===== config.mk =====
export PLATFORM = sky130hd
export DESIGN_NAME = seq_trigger_mc
export DESIGN_NICKNAME = d
export VERILOG_FILES = /design/src/rtl/seq_trig_pkg.sv /design/src/rtl/pulse_dly.sv /design/src/rtl/seq_trigger_mc.sv
export SDC_FILE = /design/constraint.sdc
export NUM_CORES = 1
export LEC_CHECK = 0
export BUFFER_PORTS_ARGS = -buffer_cell sky130_fd_sc_hd__buf_2
export CAP_MARGIN = 20
export CORE_UTILIZATION = 39
export DETAILED_ROUTE_END_ITERATION = 7
export GPL_ROUTABILITY_DRIVEN = 0
export GPL_TIMING_DRIVEN = 0
export PLACE_DENSITY = 0.73
export SYNTH_ARGS = -nofsm -noshare
export SYNTH_HDL_FRONTEND = slang
export SYNTH_SLANG_ARGS = --single-unit

===== constraint.sdc =====
create_clock -name reg_clk -period 2.5 [get_ports reg_clk]
set_clock_uncertainty 0.2 [all_clocks]
set_input_delay 0.5 -clock reg_clk [delete_from_list [all_inputs] [get_ports reg_clk]]
set_output_delay 0.5 -clock reg_clk [all_outputs]
set_load 0.03 [all_outputs]

===== src/rtl/seq_trig_pkg.sv =====
// Shared types for the multi-channel sequencer trigger.
// Holds the burst FSM states and MIDI channel helpers.
package seq_trig_pkg;

    localparam int MIDI_CH_W = 4;

    typedef enum logic [1:0] {
        ST_IDLE,
        ST_GAP,
        ST_SEND,
        ST_WAIT
    } burst_st_t;

    // Channel offset from the slot group base, wrapping mod 16.
    function automatic logic [MIDI_CH_W-1:0] ch_offset(
        input logic [MIDI_CH_W-1:0] ch,
        input logic [MIDI_CH_W-1:0] base
    );
        return ch - base;
    endfunction

endpackage


===== src/rtl/pulse_dly.sv =====
// Trigger delay line with rising-edge detectors.
// o_early fires two cycles after i_d rises, o_pulse DEPTH cycles after.
module pulse_dly #(
    parameter int DEPTH = 3
) (
    input  logic i_clk,
    input  logic i_rst_n,
    input  logic i_d,
    output logic o_early,
    output logic o_pulse
);

    logic [DEPTH:0] r_dly;

    always_ff @(posedge i_clk or negedge i_rst_n) begin
        if (!i_rst_n) begin
            r_dly <= '0;
        end else begin
            r_dly <= {r_dly[DEPTH-1:0], i_d};
        end
    end

    assign o_early = r_dly[1] & ~r_dly[2];
    assign o_pulse = r_dly[DEPTH-1] & ~r_dly[DEPTH];

endmodule


===== src/rtl/seq_trigger_mc.sv =====
// Multi-channel sequencer trigger with note-stack delay
// and patch-send burst generator.
module seq_trigger_mc
    import seq_trig_pkg::*;
#(
    parameter int NUM_CH    = 4,
    parameter int NB_W      = 8,
    parameter int STACK_DLY = 3,
    parameter int SEND_GAP  = 4,
    parameter int PATCH_LEN = 128,
    parameter int SLOT_W    = (NUM_CH > 1) ? $clog2(NUM_CH) : 1
) (
    input  logic                 reg_clk,
    input  logic                 reset_reg_N,
    input  logic [MIDI_CH_W-1:0] ch_base,
    input  logic                 omni,
    input  logic [MIDI_CH_W-1:0] midi_ch,
    input  logic                 byteready,
    input  logic [NB_W-1:0]      midibyte_nr,
    input  logic [7:0]           midi_in_data,
    input  logic                 is_st_sysex,
    input  logic                 syx_cmd,
    input  logic                 dec_sysex_data_patch_send,
    input  logic                 auto_syx_cmd,
    output logic [SLOT_W-1:0]    cur_slot,
    output logic [NUM_CH-1:0]    slot_hit,
    output logic [NB_W-1:0]      midi_bytes,
    output logic [7:0]           seq_databyte,
    output logic                 is_data_byte,
    output logic                 is_velocity,
    output logic                 trig_seq,
    output logic                 trig_note_stack,
    output logic                 midi_send_byte,
    output logic                 syx_data_ready,
    output logic                 send_done,
    output logic                 overrun
);

    localparam int CNT_W = $clog2(PATCH_LEN + 1);
    localparam int GAP_W = 8;

    logic [MIDI_CH_W-1:0] w_diff;
    logic                 w_in_range;
    logic                 w_accepted;
    logic                 w_acc;
    logic [SLOT_W-1:0]    w_slot;
    logic                 w_early;
    logic                 w_syx_rise;

    logic [SLOT_W-1:0]    r_cur_slot;
    logic [NUM_CH-1:0]    r_slot_hit;
    logic [NB_W-1:0]      r_midi_bytes;
    logic [7:0]           r_databyte;
    logic                 r_trig;
    logic                 r_overrun;
    logic [2:0]           r_syx_s;
    logic                 r_sdr;

    burst_st_t            r_state;
    burst_st_t            w_nxt;
    logic [GAP_W-1:0]     r_gap;
    logic [GAP_W-1:0]     w_gap_n;
    logic [CNT_W-1:0]     r_sent;
    logic [CNT_W-1:0]     w_sent_n;
    logic                 w_send;
    logic                 w_done;

    assign w_diff     = ch_offset(midi_ch, ch_base);
    assign w_in_range = ({1'b0, w_diff} < 5'(NUM_CH));
    assign w_accepted = omni | w_in_range;
    assign w_slot     = omni ? '0 : w_diff[SLOT_W-1:0];
    assign w_acc      = w_accepted | is_st_sysex;
    assign w_syx_rise = r_syx_s[1] & ~r_syx_s[2];

    always_ff @(posedge reg_clk or negedge reset_reg_N) begin
        if (!reset_reg_N) begin
            r_cur_slot   <= '0;
            r_slot_hit   <= '0;
            r_midi_bytes <= '0;
            r_databyte   <= '0;
            r_trig       <= 1'b0;
            r_overrun    <= 1'b0;
            r_syx_s      <= '0;
            r_sdr        <= 1'b0;
        end else begin
            r_midi_bytes <= w_acc ? midibyte_nr : '0;
            r_databyte   <= w_acc ? midi_in_data : '0;
            r_slot_hit   <= w_accepted ? (NUM_CH'(1) << w_slot) : '0;
            if (w_accepted) begin
                r_cur_slot <= w_slot;
            end
            // A send strobe colliding with a received byte still yields one trigger.
            r_trig       <= w_acc & (byteready | w_send);
            r_overrun    <= byteready & w_send;
            r_syx_s      <= {r_syx_s[1:0], syx_cmd};
            r_sdr        <= w_syx_rise |
                            ((dec_sysex_data_patch_send | auto_syx_cmd) & w_early);
        end
    end

    pulse_dly #(
        .DEPTH (STACK_DLY)
    ) u_dly (
        .i_clk   (reg_clk),
        .i_rst_n (reset_reg_N),
        .i_d     (r_trig),
        .o_early (w_early),
        .o_pulse (trig_note_stack)
    );

    always_ff @(posedge reg_clk or negedge reset_reg_N) begin
        if (!reset_reg_N) begin
            r_state <= ST_IDLE;
            r_gap   <= '0;
            r_sent  <= '0;
        end else begin
            r_state <= w_nxt;
            r_gap   <= w_gap_n;
            r_sent  <= w_sent_n;
        end
    end

    always_comb begin
        w_nxt    = r_state;
        w_gap_n  = r_gap;
        w_sent_n = r_sent;
        w_send   = 1'b0;
        w_done   = 1'b0;
        // Dropping patch-send aborts the burst and masks any pending strobe.
        if (r_state != ST_IDLE && !dec_sysex_data_patch_send) begin
            w_nxt = ST_IDLE;
        end else begin
            unique case (r_state)
                ST_IDLE: begin
                    if (dec_sysex_data_patch_send && r_trig) begin
                        w_nxt    = ST_GAP;
                        w_gap_n  = GAP_W'(SEND_GAP - 1);
                        w_sent_n = '0;
                    end
                end
                ST_GAP: begin
                    if (r_gap == '0) begin
                        w_nxt = ST_SEND;
                    end else begin
                        w_gap_n = r_gap - GAP_W'(1);
                    end
                end
                ST_SEND: begin
                    w_send   = 1'b1;
                    w_sent_n = r_sent + CNT_W'(1);
                    if (w_sent_n == CNT_W'(PATCH_LEN)) begin
                        w_done = 1'b1;
                        w_nxt  = ST_IDLE;
                    end else begin
                        w_nxt = ST_WAIT;
                    end
                end
                ST_WAIT: begin
                    if (r_trig) begin
                        w_nxt   = ST_GAP;
                        w_gap_n = GAP_W'(SEND_GAP - 1);
                    end
                end
                default: w_nxt = ST_IDLE;
            endcase
        end
    end

    assign cur_slot       = r_cur_slot;
    assign slot_hit       = r_slot_hit;
    assign midi_bytes     = r_midi_bytes;
    assign seq_databyte   = r_databyte;
    assign is_data_byte   = r_midi_bytes[0];
    assign is_velocity    = ~r_midi_bytes[0] & (|r_midi_bytes);
    assign trig_seq       = r_trig;
    assign midi_send_byte = w_send;
    assign syx_data_ready = r_sdr;
    assign send_done      = w_done;
    assign overrun        = r_overrun;

endmodule


==> results by group <==
Yosys
  – Post-Syn Area per Cell: 10.9 um^2
  – Synthesis-stage register bit count: 50
  – Post-Synthesis Cells: around 220
  – Cell taking the most area after synthesis: dfrtp_1
  – Sequential-to-total area share from yosys stat: between 50% and 60%
  – Synth cell types: 43
  – Most frequent cell after synthesis: dfrtp_1
  – Most used DFF post-synth: dfrtp_1
  – Synthesized Nets: 260
  – Area share of the largest cell type after synthesis: 52.9%
  – Synth cell count leaders: dfrtp_1, and2_1, nor2_1
  – Syn. warnings: 0
  – Synthesized area: 2360 um^2
  – Number of synthesized flops with an enable pin: 0
  – Top area cells in the synthesized netlist: dfrtp_1, ha_1, and2_1
  – Async S/R FF share, synth: 100%

Die
  – Initial core utilization: 41.6%
  – Die height: 79.8 um
  – Die area: 6380 um^2
  – Ports: between 60 and 70
  – # rows: 27
  – Core Footprint: 5680 um^2
  – Die W: 79.8 um

Timing
  – Final Hold Fails: 0
  – Minimum clock period: between 2 and 3 ns
  – Max-slew headroom: a little under three fifths
  – RSZ-0062 raised after global routing: yes
  – Max frequency: 345 MHz
  – Final Setup Violations: 1
  – Final WS setup: -0.402 ns
  – Slew Limit Fails: 0
  – Fin crit share: 116%
  – Worst-Margin Slew: between 0.6 and 0.7 ns
  – Total negative slack: -0.402 ns

Pwr
  – Power Dens Cells: ~700 nW/um^2
  – Peak supply drop: approximately 0.4 mV
  – Lkg Pwr: ~1.5 nW
  – Overall power: ~2 mW

Min path
  – Hold Path Depth: 1
  – Hold WC Path Type: primary input to flip-flop
  – Worst Min Path Start: syx_cmd
  – Hold Path End: r_syx_s[0]$_DFF_PN0_

Clocking
  – Sink Count: 50
  – H-tree depth: 2
  – Clock Tree Buf Depth: 2
  – Clock Latency Late Sink: 0.30 ns
  – CTS clk-pin slew, worst paths: 0.10 ns
  – Root buf cell: clkbuf_8
  – CTS tree: done
  – CTS Buf Count: 5

Worst setup path
  – FF-to-FF Start: r_state[0]$_DFFE_PN0P_
  – Crit-path max FO: 4
  – Critical path class: flip-flop to output port
  – WP data required: about 1.8 ns
  – Endpoint class of the critical path: output port
  – R2R cell count: 5
  – Worst-path cell chain: and3_4 > nand3_4 > mux2_4 > or4_4 > nor3_4 > buf_6
  – Reg-to-reg critical path endpoint: r_sent[5]$_DFFE_PN0P_
  – CP max stage delay: around 0.56 ns
  – Crit path DAT: around 2.2 ns
  – Startpoint types: flip-flop
  – CP max-delay cell: or4_4
  – R2r setup slk: around 0.22 ns

Placed design
  – Pre-CTS WS: -0.307 ns
  – Detailed Place HPWL: roughly 3.2 mm
  – I/O Buffers: 60

Routing
  – DR WL met2: between 2 and 2.5 mm
  – Final ANT Viol Nets: 0
  – Top Layer Used: met4
  – WL per Instance: roughly 12 um
  – Routed vias/inst: 4.99
  – 1st-iter DRT viols: 45
  – Vias: about 1.8k
  – Routed wire length: between 4 and 5 mm
  – First-pass DRT Iterations: 5
  – Metal1 wirelength: 1.94 mm
  – DRC Markers: 0
  – Met3 wire len: between 200 and 250 um

Layout
  – Final #Nets: approximately 330
  – Diode count: 0
  – P&R area growth vs syn: 25.7%
  – Share of cells above drive strength 1: approximately 33%

Outcome
  – Failing checks: negative setup slack
  – Outcome: finished, violations left

Global routing
  – Global-route wire length before repair: 7.81 mm
  – Vias in the first global route: 1,792
  – GRT Total Usage: between 10% and 20%
  – Pin count of the biggest net entering global routing: between 50 and 60
  – Grt ovf: 0
  – Initial antenna violation count: 0

Run
  – Max_cap viols: 0
-- state kept, by name, summed over array words and instances, names as in the netlist, 2 cells and up --
name,flops
r_state,2
r_syx_s,3
cur_slot,2
midi_bytes,8
u_dly.r_dly,4
slot_hit,4
seq_databyte,8
r_gap,8
r_sent,8
-- worst max path at each step --
stage | start | end | slack [ns] | cells past startpoint
4_1_cts | r_sent[0]$_DFFE_PN0P_ | send_done | -0.42 | 6
3_5_place_dp | ch_base[1] | trig_seq$_DFF_PN0_ | -0.31 | 9
5_1_grt | r_sent[1]$_DFFE_PN0P_ | send_done | -0.47 | 6
6_report | r_sent[1]$_DFFE_PN0P_ | send_done | -0.40 | 6
2_1_floorplan | r_sent[2]$_DFFE_PN0P_ | send_done | -0.03 | 5
3_3_place_gp | ch_base[0] | seq_databyte[4]$_DFF_PN0_ | -0.22 | 7
-- cells by family (layout without fill, tap and decap cells) --
family                     Yosys count  in the layout  share of synthesized area, %
adders and majority gates           12             12                          6.67
xor gates and xnor gates            11             11                          4.08
buffers and inverters               21             96                          3.81
and+or+nand+nor                     80             80                          18.9
muxes                                7              7                          3.33
AOI/OAI and AO/OA                   35             35                          10.3
DFF                                 50             50                          52.9
-- layout by cell type (no fill, tap or decap), types with 2 or more instances in the layout --
cell and instances:
nor4_1 2, and2_1 17, clkbuf_1 3, mux2i_1 3
and3_4 2, a32o_1 2, nand3_1 5, a21oi_1 7
a31o_2 4, a22o_1 4, clkinvlp_4 2, a31oi_1 3
nand4_1 4, nand2_1 13, o21ai_0 6, nor2_1 15
buf_4 8, dfrtp_1 49, xnor2_1 5, mux2_2 3
ha_1 10, inv_1 14, buf_2 59, clkbuf_8 5
xor2_1 6, and3_1 3, nor3_1 5, nor2b_1 5
-- final cells by class --
type                    instances  area [um^2]
plain buffers                   7         38.8
clock buffers                   5         68.8
clock inverters                 3         23.8
fillers                       533         2710
inverters                      14         52.6
multi-input cells             145         1070
flip-flops and latches         50         1250
well taps                      72         90.1
repair buffers                 67          374
-- stage by stage --
step	hold slack (ns)	instances	instance area [um^2]	utilization, %
CTS	0.107	360	2910	51.2
floorplan	0.00441	216	2370	-
detailed placement	0.136	348	2770	48.7
finish	0.114	363	2970	52.3
global placement	0.134	348	2770	48.7
global route	0.0970	363	2970	52.3
-- critical path: cells and delay by family (launching register included) --
| kind | cells | cell delay [ns] |
|---|---|---|
| multiplexers | 1 | 0.30 |
| flip-flops | 1 | 0.43 |
| buffers and inverters | 1 | 0.15 |
| AND/OR/NAND/NOR | 4 | 1.02 |
-- power by group --
| group | internal [mW] | switching [mW] |
|---|---|---|
| logic | 0.223 | 0.349 |
| clock network | 0.200 | 0.277 |
| registers | 0.904 | 0.0715 |
| total | 1.33 | 0.698 |
-- layer usage --
metal | GRT usage (%) | up-vias
met4 | 8.04 | 0
met3 | 3.66 | 9
li1 | - | 889
met5 | 0 | -
met2 | 26.4 | 58
met1 | 18.9 | 855
-- what timing repair did --
action / 4_1_cts / 5_1_grt
resized for setup: 4 / 7
pin swaps: 2 / 1
hold buffers: 0 / 1
setup buffers: 4 / 1
endpoints found under the setup margin: 1 / 15
endpoints found under the hold margin: 0 / 16
(Power assumes the default switching activity.)
